`config.mk`:
```
export PLATFORM = sky130hd
export DESIGN_NAME = cse_datapath_seq_flat
export DESIGN_NICKNAME = d
export VERILOG_FILES = /design/src/rtl/cse_datapath_seq_if.sv /design/src/rtl/cse_datapath_seq.sv /design/src/flat_wrapper.sv
export SDC_FILE = /design/constraint.sdc
export NUM_CORES = 1
export LEC_CHECK = 0
export BUFFER_PORTS_ARGS = -buffer_cell sky130_fd_sc_hd__buf_2
export CORE_AREA = 4 4 192 101
export DETAILED_ROUTE_END_ITERATION = 10
export DIE_AREA = 0 0 196 105
export HOLD_SLACK_MARGIN = 0.1
export SLEW_MARGIN = 0
export SYNTH_ARGS = -nofsm -noshare
export SYNTH_HDL_FRONTEND = slang
export SYNTH_SLANG_ARGS = --single-unit
```
`constraint.sdc`:
```
create_clock -name clk -period 10.1 [get_ports clk]
set_input_delay 1.01 -clock clk [delete_from_list [all_inputs] [get_ports clk]]
set_output_delay 1.01 -clock clk [all_outputs]
set_load 0.01 [all_outputs]
```
`src/rtl/cse_datapath_seq_if.sv`:
```
// Operand/result bus for cse_datapath_seq.
//   a, b, c, d        : operands, taken when in_valid && in_ready
//   in_valid/in_ready : input handshake
//   s1..s6, div_zero  : registered results, valid while out_valid
//   out_valid/out_ready : output handshake
// master = producer/consumer side, slave = the datapath.
interface cse_datapath_seq_if #(
  parameter int BW = 8
);
  logic [BW-1:0] a, b, c, d;
  logic          in_valid, in_ready;
  logic [BW-1:0] s1, s2, s3, s4, s5, s6;
  logic          div_zero, out_valid, out_ready;

  modport master (
    output a, b, c, d, in_valid, out_ready,
    input  in_ready, s1, s2, s3, s4, s5, s6, div_zero, out_valid
  );

  modport slave (
    input  a, b, c, d, in_valid, out_ready,
    output in_ready, s1, s2, s3, s4, s5, s6, div_zero, out_valid
  );
endinterface

```
`src/rtl/cse_datapath_seq.sv`:
```
// Shared-subexpression datapath with a sequential restoring divider.
// Captures a, b, c, d, spends BW cycles producing a mod b one bit per
// cycle, then loads all results at once and holds them until taken.
//   s1 = a+b        s2 = a*b          s3 = (a mod b)+d
//   s4 = c+d+a*b    s5 = a-b          s6 = a*b+a+d+c-b  (== (b+1)*a+d+c-b)
// Ports: clk, rst_n (async, active low), bus (cse_datapath_seq_if.slave).
module cse_datapath_seq #(
  parameter int BW = 8
) (
  input logic               clk,
  input logic               rst_n,
  cse_datapath_seq_if.slave bus
);
  localparam int            CW   = (BW > 2) ? $clog2(BW) : 1;
  localparam logic [CW-1:0] LAST = CW'(BW - 1);

  localparam logic [1:0] IDLE = 2'd0;
  localparam logic [1:0] DIV  = 2'd1;
  localparam logic [1:0] DONE = 2'd2;

  typedef struct packed {
    logic [BW-1:0] a, b, c, d;
  } opnd_t;

  typedef struct packed {
    logic [BW-1:0] s1, s2, s3, s4, s5, s6;
    logic          div_zero;
  } res_t;

  logic [1:0]    state;
  opnd_t         op;
  res_t          res;
  logic [CW-1:0] cnt;
  logic [BW-1:0] rem;   // partial remainder
  logic [BW-1:0] dvd;   // dividend shift register, MSB feeds the remainder

  // One restoring step. With b == 0 the compare always succeeds and
  // subtracts nothing, so the remainder simply collects a: a mod 0 = a.
  logic [BW:0]   rem_sh;
  logic [BW-1:0] rem_nxt, dvd_nxt;

  always_comb begin
    rem_sh  = {rem, dvd[BW-1]};
    rem_nxt = rem_sh[BW-1:0];
    dvd_nxt = {dvd[BW-2:0], 1'b0};
    if (rem_sh >= {1'b0, op.b}) begin
      rem_nxt = BW'(rem_sh - {1'b0, op.b});
      dvd_nxt = {dvd[BW-2:0], 1'b1};
    end
  end

  // Single multiplier; s4 and s6 both hang off its product.
  logic [BW-1:0] prod;
  res_t          res_nxt;

  always_comb begin
    prod             = op.a * op.b;
    res_nxt.s1       = op.a + op.b;
    res_nxt.s2       = prod;
    res_nxt.s3       = rem_nxt + op.d;
    res_nxt.s4       = op.c + op.d + prod;
    res_nxt.s5       = op.a - op.b;
    res_nxt.s6       = prod + op.a + op.d + op.c - op.b;
    res_nxt.div_zero = (op.b == '0);
  end

  always_ff @(posedge clk or negedge rst_n) begin
    if (!rst_n) begin
      state <= IDLE;
      op    <= '0;
      res   <= '0;
      cnt   <= '0;
      rem   <= '0;
      dvd   <= '0;
    end else begin
      case (state)
        IDLE: if (bus.in_valid) begin
          op    <= '{a: bus.a, b: bus.b, c: bus.c, d: bus.d};
          dvd   <= bus.a;
          rem   <= '0;
          cnt   <= '0;
          state <= DIV;
        end
        DIV: begin
          rem <= rem_nxt;
          dvd <= dvd_nxt;
          cnt <= cnt + 1'b1;
          if (cnt == LAST) begin
            res   <= res_nxt;
            state <= DONE;
          end
        end
        DONE: if (bus.out_ready) state <= IDLE;
        default: state <= IDLE;
      endcase
    end
  end

  // rst_n gates in_ready so it is low for the whole reset, not just
  // after the first edge.
  assign bus.in_ready  = rst_n && (state == IDLE);
  assign bus.out_valid = (state == DONE);
  assign bus.s1        = res.s1;
  assign bus.s2        = res.s2;
  assign bus.s3        = res.s3;
  assign bus.s4        = res.s4;
  assign bus.s5        = res.s5;
  assign bus.s6        = res.s6;
  assign bus.div_zero  = res.div_zero;
endmodule

```
`src/flat_wrapper.sv`:
```
// flat-port wrapper written by rule: the top's interface ports become plain ports
module cse_datapath_seq_flat 
#(
  parameter int BW = 8
)
  (clk, rst_n, bus_a, bus_b, bus_c, bus_d, bus_in_valid, bus_out_ready, bus_in_ready, bus_s1, bus_s2, bus_s3, bus_s4, bus_s5, bus_s6, bus_div_zero, bus_out_valid);
  cse_datapath_seq_if #(.BW(BW)) bus_i ();
  input logic clk;
  input logic rst_n;
  input wire logic [$bits(bus_i.a)-1:0] bus_a;
  input wire logic [$bits(bus_i.b)-1:0] bus_b;
  input wire logic [$bits(bus_i.c)-1:0] bus_c;
  input wire logic [$bits(bus_i.d)-1:0] bus_d;
  input wire logic [$bits(bus_i.in_valid)-1:0] bus_in_valid;
  input wire logic [$bits(bus_i.out_ready)-1:0] bus_out_ready;
  output wire logic [$bits(bus_i.in_ready)-1:0] bus_in_ready;
  output wire logic [$bits(bus_i.s1)-1:0] bus_s1;
  output wire logic [$bits(bus_i.s2)-1:0] bus_s2;
  output wire logic [$bits(bus_i.s3)-1:0] bus_s3;
  output wire logic [$bits(bus_i.s4)-1:0] bus_s4;
  output wire logic [$bits(bus_i.s5)-1:0] bus_s5;
  output wire logic [$bits(bus_i.s6)-1:0] bus_s6;
  output wire logic [$bits(bus_i.div_zero)-1:0] bus_div_zero;
  output wire logic [$bits(bus_i.out_valid)-1:0] bus_out_valid;
  assign bus_i.a = bus_a;
  assign bus_i.b = bus_b;
  assign bus_i.c = bus_c;
  assign bus_i.d = bus_d;
  assign bus_i.in_valid = bus_in_valid;
  assign bus_i.out_ready = bus_out_ready;
  assign bus_in_ready = bus_i.in_ready;
  assign bus_s1 = bus_i.s1;
  assign bus_s2 = bus_i.s2;
  assign bus_s3 = bus_i.s3;
  assign bus_s4 = bus_i.s4;
  assign bus_s5 = bus_i.s5;
  assign bus_s6 = bus_i.s6;
  assign bus_div_zero = bus_i.div_zero;
  assign bus_out_valid = bus_i.out_valid;
  cse_datapath_seq #(.BW(BW)) u_core (.clk(clk), .rst_n(rst_n), .bus(bus_i));
endmodule
```
# --- Word level (Yosys, flattened, before mapping) ---
# Index checks and enable logic that the tools add are counted.
totals:
  wordCells: 54
  inputBits: 36
  ff_bits: 102
op_classes:
  n_reduce_logical: 8
  magnitude_cmp: 1
  n_eq_ne: 6
  muxes: 12
  n_mul: 1
  add_sub_neg: 11
op_table:
  columns: ["operator", "n"]
  rows:
  - ["$add 8x8->8", 7]
  - ["$pmux 8 s2", 2]
  - ["$mux 8", 3]
  - ["$sub 8x8->8", 3]
  - ["$ge 9x8->1", 1]
  - ["$logic_not 8->1", 1]
  - ["$mul 8x8->8", 1]
  - ["$mux 2", 3]
  - ["$pmux 2 s3", 1]
  - ["$pmux 3 s2", 1]
  - ["$reduce_and 2->1", 3]
  - ["$ne 2x2->1 const B", 2]
  - ["$add 3x1->3 const B", 1]
  - ["$eq 3x3->1 const B", 1]
  - ["$mux 3", 1]
  - ["$reduce_and 3->1", 1]
  - ["$eq 2x1->1 const B", 1]
  - ["$eq 2x2->1 const B", 1]
  - ["$logic_not 2->1", 1]
  - ["$ne 2x1->1 const B", 1]
  - ["$reduce_bool 2->1", 1]
  - ["$logic_and 1x1->1", 1]
  - ["$mux 1", 1]

# --- Longest topological paths before layout ---
logic_depth:
  word_depth: 5
  depth_mapped: 24
  depth_no_buf: 24

# --- Worst setup path after synthesis ---
# OpenSTA, ideal clock, no wires.
synth_timing:
  path_kind: "register -> register"
  start: "register u_core.op[25] (netlist name)"
  end: "register u_core.res, in the netlist u_core.bus.s6[7]"
  t_arrival_ps: 5495
  setup_ps: 129
  setup_slack_ps: 4476
  n_path_buf: 0
  path_stages_with_launch: 23
  required_ps: 9971
  cell_sequence: "dfrtp_1 > inv_1 > nor2_1 > ha_1 > fa_1 > ha_1 > inv_1 > fa_1 > fa_1 > fa_1 > inv_1 > fa_1 > inv_1 > fa_1 > inv_1 > ha_1 > o21ai_0 > nand2b_1 > a21o_1 > a21oi_1 > xnor2_1 > xnor2_1 > o21ai_1"
synth_between:
  elab_chain_cells: 5
synth_lines:
  columns: ["item", "line", "text"]
  rows:
  - ["from (decl)", "cse_datapath_seq.sv:31", "opnd_t op;"]
  - ["from (signal assigned)", "cse_datapath_seq.sv:78", "op <= '{a: bus.a, b: bus.b, c: bus.c, d: bus.d};"]
  - ["$mul 8x8->8", "cse_datapath_seq.sv:57", "prod = op.a * op.b;"]
  - ["$add 8x8->8 * (3 in a row)", "cse_datapath_seq.sv:63", "res_nxt.s6 = prod + op.a + op.d + op.c - op.b;"]
  - ["$sub 8x8->8 *", "cse_datapath_seq.sv:63", null]
  - ["to (signal assigned)", "cse_datapath_seq.sv:89", "res <= res_nxt;"]
  - ["to (decl)", "cse_datapath_seq.sv:32", "res_t res;"]
# Every way passes the cells marked *; elsewhere a longest branch is shown, timed or not.
# A chain may end at the register's enable or synchronous reset.

# --- Worst setup path in the final report ---
layout_timing:
  start: "register u_core.op[24] (netlist name)"
  end: "register u_core.res, in the netlist u_core.bus.s6[7]"
# Same word-level chain as after synthesis.

==> results.txt <==
Status = completed
YS warnings = 0
Rows = 35
Hold_sp = u_core.dvd[3]
DRT antenna net count = 0
Number of global-route vias before repair = 5,088
Max Cap Viol = 0
Post-synth ARST share = 1.00
Clk_lat worst skew = 0.35 ns
Syn Inst Count = 727
First-pass GRT wire length = 28.7 mm
CP required = 10.31 ns
WL/cell = 16.7 um
Period utilisation layout = 0.604
Setup crit end kind = flip-flop
Critical path startpoint category = flip-flop
Hpwl dp = 13.7 mm
Critical path data arrival time = 6.31 ns
Seq/Total Area, Yosys = 0.364
Post-DP Area = 7630 sq um
Final setup viols = 0
Postcts setup bufs = 0
Chip width = 196 um
Fin. Hold Viols = 0
TritonCTS Buffers = 9
Critical path class = flip-flop to flip-flop
Slew margin rel. = 0.361
GRT overflow = 0
Hold EP = u_core.dvd[3]
Worst Hold Class = flip-flop to flip-flop
Avg Vias per Cell = 4.80
Yosys cell types = 43
CTS tree = done
Reg2Reg Depth = 24
RSZ-0062 raised after global routing = false
Cell Area, Synth = 6950 sq um
# diodes = 0
Vias post-DR = 5,040
Max Slew Vio Count = 0
Hold depth = 2
GR Util All Layers = 0.178
Final Instance Area = 7960 sq um
Avg Cell Area, Syn = 9.56 sq um
Die height = 105 um
Routed WL = 17.5 mm
#FFs+latches synth = 101
Routability cong. = 0.878
Crit Reg-Reg Endpoint = u_core.bus.s6[7]
FF-to-FF setup slack = 4.00 ns
EDFF count, synth = 0
DRC Markers = 0
Tmin final = 6.10 ns
Area growth syn-to-layout = 14.5%
Die area = 20,600 sq um
Synth Flop Type = dfrtp_1
FILL cells = 1,774
Placeable Area = 17,900 sq um
Clk sinks = 101
Worst Clk Skew = 0.00886 ns
Pin count of the biggest net entering global routing = 94
H-tree depth = 3
Slew @ Worst Pin = 0.959 ns
Starting density of the core = 0.389
Syn nets = 868
Hold buffers post-CTS = 0
CP max FO = 8
Final nets = 946
Worst-path clk slew = 0.07 ns
Resized Gates After CTS = 0
Port buffer count = 86
Fmax = 0.164 GHz
R2r startpoint = u_core.op[24]
Proportion of layout cells with a drive suffix above 1 = 0.166
Max Root-Sink Buffers = 2
CTS Root Cell = clkbuf_16
Drt pass-1 iters = 4
Setup TNS = 0 ns
Initial antenna violation count = 0
Starting DRC count in detailed routing = 260
Boundary Pins = 87
[layer usage]
metal	track usage	wire length, um
met5	0	0
met4	0.0259	104
met3	0.0657	1540
met2	0.226	6520
met1	0.287	9350
[state kept, by name (all words and copies together) (netlist names)]
register / flops
u_core.state: 2
u_core.bus.s5: 7
u_core.op: 32
u_core.bus.div_zero: 1
u_core.cnt: 3
u_core.bus.s1: 8
u_core.bus.s2: 8
u_core.bus.s4: 8
u_core.rem: 8
u_core.bus.s3: 8
u_core.bus.s6: 8
u_core.dvd: 8
[layout make-up]
cell class / count / area, sq um / area share
Multi-Input combinational cell: 505 / 3970 / 0.499
Clock inverter: 3 / 67.6 / 0.00848
Clock buffer: 12 / 267 / 0.0335
Timing Repair Buffer: 90 / 463 / 0.0581
Inverter: 98 / 368 / 0.0462
Tap cell: 240 / 300 / 0.0377
Sequential cell: 101 / 2530 / 0.317
[cells in the final DEF (no fill, tap or decap), drive strengths merged, types with 2 or more instances in the layout]
master	netlist	layout
a21boi	2	2
a21o	12	12
a21oi	20	20
a22oi	9	9
and2	6	6
buf	3	90
bufinv	0	2
clkbuf	20	12
dfrtp	101	101
fa	44	44
ha	61	61
inv	97	97
mux2	16	16
mux2i	2	2
nand2	125	125
nand2b	6	6
nand4	2	2
nor2	24	24
nor2b	5	5
nor3	5	5
nor3b	2	2
nor4	3	3
o21a	3	3
o21ai	85	85
o21bai	7	7
o2bb2ai	3	3
o31ai	2	2
xnor2	38	38
xor2	16	16
[how the worst max path moves through the flow]
stage / start / end / depth (start not counted)
6_report: u_core.op[24] / u_core.bus.s6[7] / 24
4_1_cts: u_core.op[24] / u_core.bus.s6[7] / 24
3_3_place_gp: u_core.op[25] / u_core.bus.s6[7] / 22
5_1_grt: u_core.op[25] / u_core.bus.s6[7] / 21
2_1_floorplan: u_core.op[25] / u_core.bus.s6[7] / 22
3_5_place_dp: u_core.op[24] / u_core.bus.s6[7] / 24
[Yosys cell counts, types with 2 or more instances]
master / instances / share of area
a21o_1: 12 / 0.013
o21a_1: 3 / 0.0032
and2_2: 4 / 0.0043
ha_1: 61 / 0.11
nand2_1: 122 / 0.066
o2bb2ai_1: 3 / 0.0038
fa_1: 44 / 0.13
nor3b_1: 2 / 0.0022
o31ai_1: 2 / 0.0022
nor4_1: 3 / 0.0027
mux2_2: 15 / 0.024
mux2i_1: 2 / 0.0029
o21ai_1: 2 / 0.0014
o21ai_0: 83 / 0.060
nor2b_1: 5 / 0.0045
nand2_2: 3 / 0.0027
xnor2_2: 4 / 0.0094
nor2_1: 24 / 0.013
nand2b_1: 6 / 0.0054
buf_4: 2 / 0.0022
dfrtp_1: 101 / 0.36
and2_1: 2 / 0.0018
clkbuf_1: 20 / 0.011
xor2_1: 16 / 0.020
o21bai_1: 7 / 0.0076
a22oi_1: 9 / 0.0097
xnor2_1: 34 / 0.043
inv_1: 97 / 0.052
nand4_1: 2 / 0.0018
a21oi_1: 20 / 0.014
nor3_1: 5 / 0.0036
[critical path: stages (launching register included)]
cell and delay [ns]:
dfrtp_1 0.45, clkinv_1 0.28, nor2_1 0.24, fa_1 0.21, inv_1 0.06, fa_1 0.53
inv_1 0.04, ha_1 0.27, inv_1 0.06, fa_1 0.52, inv_1 0.04, ha_1 0.32
xor2_1 0.22, fa_1 0.50, inv_1 0.05, fa_1 0.50, inv_1 0.06, fa_1 0.50
inv_1 0.04, ha_1 0.32, a21o_1 0.18, a21oi_1 0.20, xnor2_1 0.16, xnor2_1 0.14
o21ai_1 0.07
[stage by stage]
step,setup slack [ns],util,std cells,hold slack (ns)
after floorplan,4.48,-,727,0.439
after detailed placement,4.02,0.427,1034,0.460
after global placement,4.16,0.427,1034,0.458
final,4.00,0.446,1049,0.470
after global routing,3.65,0.446,1049,0.494
after CTS,3.98,0.446,1049,0.475
[logic make-up after synthesis]
kind of cell             after synthesis  share of synthesized area
AO/OA/AOI/OAI                        147                      0.122
XOR/XNOR                              54                     0.0723
adder cells (fa/ha/maj)              105                      0.236
multiplexers                          18                     0.0288
AND/OR/NAND/NOR                      181                      0.111
flip-flops                           101                      0.364
buffers and inverters                121                     0.0664
Power is left out: the tool's default activity adds up to more than one toggle a clock period on the data nets, which glitch-free logic cannot reach.
